$ cat src/rtl/uart_pkg.sv
// Shared UART constants: data width and default receive FIFO geometry.
package uart_pkg;
   localparam int UART_DW             = 8;
   localparam int FIFO_DEPTH_LOG2_DEF = 4;
   localparam int FIFO_THRESH_DEF     = 8;
endpackage

$ cat src/rtl/uart_fifo_ram.sv
// DEPTH x UART_DW array, synchronous write and asynchronous read (distributed RAM).
// Write lands on the clock edge; read data follows raddr combinationally; no flow control.
module uart_fifo_ram
   import uart_pkg::*;
#(
   parameter int AW = FIFO_DEPTH_LOG2_DEF
) (
   input  logic               rx_clk,
   input  logic               we,
   input  logic [AW-1:0]      waddr,
   input  logic [UART_DW-1:0] wdata,
   input  logic [AW-1:0]      raddr,
   output logic [UART_DW-1:0] rdata
);

   logic [UART_DW-1:0] mem [0:(1<<AW)-1];

   // No reset on the array so it maps onto LUT RAM.
   always_ff @(posedge rx_clk) begin
      if (we) mem[waddr] <= wdata;
   end

   assign rdata = mem[raddr];

endmodule

$ cat src/rtl/uart_rx_fifo.sv
// FWFT receive byte FIFO: one-cycle write-to-visible latency, head byte on rd_data combinationally.
// Bytes arriving while full are dropped (sticky overrun) unless a pop happens in the same cycle.
module uart_rx_fifo
   import uart_pkg::*;
#(
   parameter int DEPTH_LOG2 = FIFO_DEPTH_LOG2_DEF,
   parameter int THRESH     = FIFO_THRESH_DEF
) (
   input  logic                  rx_clk,
   input  logic                  reset_n,
   input  logic [UART_DW-1:0]    rx_data,
   input  logic                  rx_done,
   input  logic                  rd_en,
   output logic [UART_DW-1:0]    rd_data,
   output logic                  empty,
   output logic                  full,
   output logic [DEPTH_LOG2:0]   level,
   output logic                  overrun,
   input  logic                  ovr_clr,
   output logic                  irq
);

   localparam int                LVL_W    = DEPTH_LOG2 + 1;
   localparam int                DEPTH    = 1 << DEPTH_LOG2;
   localparam logic [LVL_W-1:0]  LVL_FULL = LVL_W'(DEPTH);
   localparam logic [LVL_W-1:0]  LVL_THR  = LVL_W'(THRESH);

   logic [DEPTH_LOG2-1:0] wr_ptr;
   logic [DEPTH_LOG2-1:0] rd_ptr;
   logic [LVL_W-1:0]      level_q;
   logic                  overrun_q;
   logic                  wr_acc;
   logic                  rd_acc;
   logic                  drop;

   assign empty = (level_q == '0);
   assign full  = (level_q == LVL_FULL);
   assign irq   = (level_q >= LVL_THR);
   assign level = level_q;
   assign overrun = overrun_q;

   // A pop in the same cycle frees the slot, so a full FIFO still accepts the byte.
   assign wr_acc = rx_done && (!full || rd_en);
   assign rd_acc = rd_en && !empty;
   assign drop   = rx_done && full && !rd_en;

   always_ff @(posedge rx_clk or negedge reset_n) begin
      if (!reset_n) begin
         wr_ptr    <= '0;
         rd_ptr    <= '0;
         level_q   <= '0;
         overrun_q <= 1'b0;
      end else begin
         if (wr_acc) wr_ptr <= wr_ptr + 1'b1;
         if (rd_acc) rd_ptr <= rd_ptr + 1'b1;
         case ({wr_acc, rd_acc})
            2'b10:   level_q <= level_q + 1'b1;
            2'b01:   level_q <= level_q - 1'b1;
            default: level_q <= level_q;
         endcase
         if (drop)         overrun_q <= 1'b1;
         else if (ovr_clr) overrun_q <= 1'b0;
      end
   end

   uart_fifo_ram #(
      .AW (DEPTH_LOG2)
   ) u_ram (
      .rx_clk (rx_clk),
      .we     (wr_acc),
      .waddr  (wr_ptr),
      .wdata  (rx_data),
      .raddr  (rd_ptr),
      .rdata  (rd_data)
   );

endmodule

$ cat config.mk
export PLATFORM = sky130hd
export DESIGN_NAME = uart_rx_fifo
export DESIGN_NICKNAME = d
export VERILOG_FILES = /design/src/rtl/uart_pkg.sv /design/src/rtl/uart_fifo_ram.sv /design/src/rtl/uart_rx_fifo.sv
export SDC_FILE = /design/constraint.sdc
export NUM_CORES = 1
export LEC_CHECK = 0
export CAP_MARGIN = 20
export CORE_MARGIN = 2
export CORE_UTILIZATION = 40
export CTS_BUF_LIST = sky130_fd_sc_hd__clkbuf_4 sky130_fd_sc_hd__clkbuf_8
export CTS_CLUSTER_SIZE = 10
export DETAILED_ROUTE_END_ITERATION = 8
export GPL_TIMING_DRIVEN = 0
export SLEW_MARGIN = 10
export SYNTH_ARGS = -nofsm -noshare
export SYNTH_HDL_FRONTEND = slang
export SYNTH_SLANG_ARGS = --single-unit
$ cat constraint.sdc
create_clock -name rx_clk -period 3.5 [get_ports rx_clk]
set_input_delay 0.7 -clock rx_clk [delete_from_list [all_inputs] [get_ports rx_clk]]
set_output_delay 0.7 -clock rx_clk [all_outputs]
set_load 0.005 [all_outputs]
# [Word level (Yosys, flattened, before mapping)]
# Memories as Yosys holds them, arrays and structs flattened.
# Index checks and enable logic that the tools add are counted.
[word_totals] output_inout_bits=17 memories=1 regBits=14 ram_bits=128
[classes] eq_ne=3 order_cmp=1 n_reduce_logical=11 n_mux=5 add_sub_neg=4
[memory_table] name="u_ram.mem" depth=16 width=8 read_ports=1 rd_clocked_by_memory_dff=0 wr=1 line="uart_fifo_ram.sv:16" rtl="logic [UART_DW-1:0] mem [0:(1<<AW)-1];"
[ops] cell="$pmux 5 s2" count=1
[ops] cell="$add 4x1->4 const B" count=2
[ops] cell="$add 5x1->5 const B" count=1
[ops] cell="$eq 5x5->1 const B" count=1
[ops] cell="$ge 5x4->1 const B" count=1
[ops] cell="$logic_not 5->1" count=1
[ops] cell="$sub 5x1->5 const B" count=1
[ops] cell="$logic_and 1x1->1" count=4
[ops] cell="$mux 1" count=4
[ops] cell="$reduce_bool 2->1" count=2
[ops] cell="$logic_not 1->1" count=3
[ops] cell="$eq 2x1->1 const B" count=1
[ops] cell="$eq 2x2->1 const B" count=1
[ops] cell="$logic_or 1x1->1" count=1

# [Longest topological paths before layout]
[logic_depth] ltp_word=6 ltp_mapped=9

# [Cells and area by module]
# From an unflattened synthesis, not the netlist that was laid out.
[hier_totals] cells_unflattened=293 area_unflattened_um2=5791.8
[modules_own_cells] mod="uart_fifo_ram" area_each_um2=4987.3 n_inst=1 seq_area_each_um2=3843.7 cells_per_inst=221
[modules_own_cells] mod="uart_rx_fifo" area_each_um2=804.5 n_inst=1 seq_area_each_um2=350.3 cells_per_inst=72

# [Worst setup path before layout]
# No wires, ideal clock.
[synth_timing] kind="reg2reg" from="reg level_q[1] (netlist: level[1])" to="reg level_q[4] (netlist: level[4])" t_arrival_ns=2.585 setup_slack_ns=0.835 setup_ns=0.080 path_buffers=0 path_stages_with_launch=10 cell_sequence="dfrtp_1 or4_4 o31a_4 inv_2 ha_1 ha_1 a21o_1 a21oi_1 mux2i_1 xnor2_1"
[synth_between] elab_chain_len=6
[synth_lines] element="start: declaration" line="uart_rx_fifo.sv:30" rtl="logic [LVL_W-1:0] level_q;"
[synth_lines] element="start signal: assignment" line="uart_rx_fifo.sv:57" rtl="2'b10: level_q <= level_q + 1'b1;"
[synth_lines] element="start signal: assignment" line="uart_rx_fifo.sv:58" rtl="2'b01: level_q <= level_q - 1'b1;"
[synth_lines] element="start signal: assignment" line="uart_rx_fifo.sv:59" rtl="default: level_q <= level_q;"
[synth_lines] element="$eq 5x5->1" line="uart_rx_fifo.sv:37" rtl="assign full = (level_q == LVL_FULL);"
[synth_lines] element="$logic_not 1->1" line="uart_rx_fifo.sv:43" rtl="assign wr_acc = rx_done && (!full || rd_en);"
[synth_lines] element="$logic_or 1x1->1" line="uart_rx_fifo.sv:43"
[synth_lines] element="$logic_and 1x1->1" line="uart_rx_fifo.sv:43"
[synth_lines] element="$eq 2x1->1 or $eq 2x2->1 (tied branches)" line="uart_rx_fifo.sv:56" rtl="case ({wr_acc, rd_acc})"
[synth_lines] element="$pmux 5 s2 or $reduce_bool 2->1 (tied branches)"
# Parallel ways exist; a longest one is shown, timed or not.
# A chain may end at the register's enable or synchronous reset.

# [Worst setup path in the final report]
[layout_timing] from="reg rd_ptr[2]" to="out rd_data[2]"
[layout_between] elab_chain_len=1
[layout_lines] element="start: declaration" line="uart_rx_fifo.sv:29" rtl="logic [DEPTH_LOG2-1:0] rd_ptr;"
[layout_lines] element="start signal: assignment" line="uart_rx_fifo.sv:55" rtl="if (rd_acc) rd_ptr <= rd_ptr + 1'b1;"
[layout_lines] element="$mem_v2 16x8"
[layout_lines] element="end: declaration" line="uart_rx_fifo.sv:14" rtl="output logic [UART_DW-1:0] rd_data,"
# No other way between the ends.

==> flow_summary.ini <==
[outcome]
status = complete, no violations

[synth]
seq_area_frac_synth_pct = 72.6
synth_cell_types = 33
synth_edf_count = 128
synth_register_bits = 142
avgSynthCellArea_um2 = 18.0
syn_inst = 320
synth.net_count = 343
synth.yosys.warnings = 0
synth_flop_cell = edfxtp_1
syn_area_mm2 = 0.00577
synth-async-reset-ratio_pct = 9.86

[layout]
syn_to_final_growth_pct = 18.9
final_layout_size_suffix_gt1_share_pct = 20.5
multiInputGateArea_mm2 = 0.00166
n_fill_cell = 1167
finish.net_count = 390
finalNonFillerCells = 560
ff_latch_area_mm2 = 0.00420
num_antenna_cells = 0

[sta]
timing_worst_slew_pin_value_ns = 0.744
report.final.setup_viol = 0
timing.slew.headroom_pct = 50.3
setup_repair_after_global_routing_missed_its_margin = yes
post-route-worst-setup-slack_ns = 0.0940
finalCritPeriodShare_pct = 97.3
timing_hold_violations_final = 0
period_minus_slack_ns = 3.41
clock.fmax_mhz = 294
report.final.slew_viol_count = 0
clock_skew_ns = 0.0160

[floorplanning]
fp.coreArea_mm2 = 0.0140
die_height_um = 124
initial_core_util_pct = 41.3
area_enclosed_by_the_die_boundary_mm2 = 0.0154
x_dimension_of_the_die_um = 124
std_cell_rows = 43
io_pins = 30

[pwr]
share_clk_of_total_power_pct = 22.2
p_int_mw = 3.72
pwr-share-comb_pct = 38.1
irDropWorstVdd_mv = 0.437
switchingPower_mw = 1.88
swShare_pct = 33.6
seqPwrFrac_pct = 39.7
power.density_mw_per_mm2 = 816
p_leak_nw = 2.37

[clock_tree]
number_of_setup_buffers_added_after_cts = 0
clk_path_buf_depth = 2
hold_buffers = 0
cts_made_buffers = 17
cts_max_level = 4
clkSinkCount = 142
clock_tree.root_cell = clkbuf_8
tritoncts_clock_tree = built
clkLatencyLatePin_ns = 0.43
clk_transition_reported_paths_ns = 0.08

[flow_run]
maxCapViolCount = 0

[global_routing]
vias_in_the_first_global_route = 2978
grt_start_max_net_pins = 17
grt_use_total_pct = 16.6
first_pass_grt_wire_length_um = 17600
antenna_found_initial = 0
globalRoute.totalOverflow = 0

[routing]
first_iter_violations = 170
route.final.wire_length_um = 11800
ant_nets = 0
detail_route.wl_per_cell_um = 21.1
avgViaCountPerCell = 5.21
drt_pass1_iterations = 4
vias = 2919
post-route-drc-count = 0

[hold_path]
hp-start = overrun$_DFFE_PN0P_
class_of_the_worst_hold_path = register to register

[setup_path]
critPathArrivalTime_ns = 2.71
data_required_critical_path_ns = 2.80
worst_setup_path_start_kind = register
regToRegStartpoint = level[0]$_DFFE_PN0P_
crit_path_max_incr_delay_ns = 0.52
cp_slowest_cell = clkdlybuf4s50_1
worst_setup_path_end_kind = output port
kind_of_critical_path = register to output port
cp.buffers_inverters = 4
crit_family = buffers and inverters
critical_path.max_fanout = 10
cell_chain_of_the_critical_path = clkbuf_2 -> and2_1 -> buf_2 -> buf_6 -> a221oi_2 -> o21ai_0 -> nand2_1 -> clkdlybuf4s50_1
worstSetupStartpoint = rd_ptr[2]$_DFFE_PN0P_

[placement]
routabilityCongestion = 0.828
dp_cells = 529
io_buffer_count = 29
worst_slack_at_placement_ns = 0.294
dp.final_hpwl_um = 7700
cells by family (layout without fill, tap and decap cells):
family	Yosys count	after routing	synth area share (%)
xor+xnor	10	10	1.52
compound gates	42	42	5.37
fa+ha+maj	10	10	2.30
buf+inv	21	81	1.56
simple gates	44	44	4.27
flops	142	142	72.6
mux	51	51	12.4
sequential cells by signal, indices dropped and copies added (netlist names):
register / flops
overrun: 1
level: 5
u_ram.mem: 128
wr_ptr: 4
rd_ptr: 4
Yosys cell counts, drive strengths merged, types with 3 or more instances:
cell / count / area, µm²
a221oi: 16 / 140
a22oi: 8 / 60.1
and2: 17 / 106
buf: 10 / 48.8
clkbuf: 5 / 18.8
dfrtp: 14 / 350
edfxtp: 128 / 3840
ha: 9 / 113
inv: 6 / 22.5
mux2i: 33 / 330
mux4: 16 / 360
nand2: 13 / 48.8
nor2: 3 / 11.3
o21ai: 12 / 60.1
xnor2: 8 / 70.1
per-layer routing:
metal  global-route usage (%)  part of all wire, %  vias to the layer above
met5                        0                    0                        -
met1                     22.4                   45                     1470
met3                     4.44                  5.1                       12
li1                         -                    -                     1365
met2                     26.5                   49                       72
met4                     4.63                  1.1                        0
worst paths after layout:
path,endpoint,slack [ns],cells after the start
worst max-delay path,rd_data[2],0.09,8
worst min-delay path,overrun$_DFFE_PN0P_,0.53,2
worst max register to register,level[4]$_DFFE_PN0P_,0.61,8
worst min register to register,overrun$_DFFE_PN0P_,0.53,2
max in group asynchronous,rd_ptr[3]$_DFFE_PN0P_,2.28,1
min in group asynchronous,level[0]$_DFFE_PN0P_,0.70,1
cell type report:
class	instances	area share (%)
Clock inverter	15	2.10
Inverter	6	0.328
Timing Repair Buffer	29	4.23
Sequential cell	142	61.1
Clock buffer	17	3.41
Multi-Input combinational cell	157	24.2
Buffer	14	1.38
Tap cell	180	3.28
cells in the final DEF (no fill, tap or decap), types with 2 or more instances in the layout:
cell type          n
clkbuf_1           2
nor3b_1            2
a221oi_4           7
edfxtp_1         128
clkbuf_8          17
buf_6              2
a22oi_1            8
mux2i_1           32
buf_2              2
clkbuf_2           2
a221oi_2           7
a221oi_1           2
clkdlybuf4s50_1   29
a21o_1             2
nor2_1             3
clkbuf_4           5
inv_1              5
bufinv_16          2
a21oi_1            2
o21ai_0           11
xor2_1             2
mux4_2            16
nor2b_1            2
clkinv_4           3
xnor2_1            8
clkinv_1           5
nand2_1           13
ha_1               9
inv_6              3
and2_1            17
dfrtp_1           13
mux2_2             2
through the flow:
step	instance area, µm²	power, mW	hold slack (ns)	utilization [%]	setup TNS (ns)
after global routing	6870	5.90	0.571	49.1	-0.0368
after detailed placement	6290	4.15	0.520	45.0	0
final	6870	5.60	0.528	49.1	0
after CTS	6710	5.44	0.533	47.9	-0.460
after global placement	6290	4.13	0.513	45.0	0
after floorplan	5770	3.38	0.404	-	0
power groups by stage:
stage / Combinational [mW] / Clock [mW] / Sequential (mW)
2_1_floorplan: 1.17 / 0 / 2.20
3_3_place_gp: 1.91 / 0 / 2.22
3_5_place_dp: 1.92 / 0 / 2.23
4_1_cts: 1.98 / 1.26 / 2.19
5_1_grt: 2.32 / 1.33 / 2.25
6_report: 2.14 / 1.24 / 2.22
what timing repair did:
action / in CTS / in global routing
pin swaps: 0 / 1
endpoints found under the setup margin: 8 / 8
resized for setup: 7 / 35
worst reg2reg max path: stages (launching register included):
cell     delay, ns
dfrtp_1       0.46
or4_4         0.57
o21a_1        0.29
ha_1          0.32
fa_1          0.44
a21o_1        0.17
a21oi_1       0.17
mux2i_1       0.25
xnor2_1       0.13
Power figures use the tool's default switching activity.
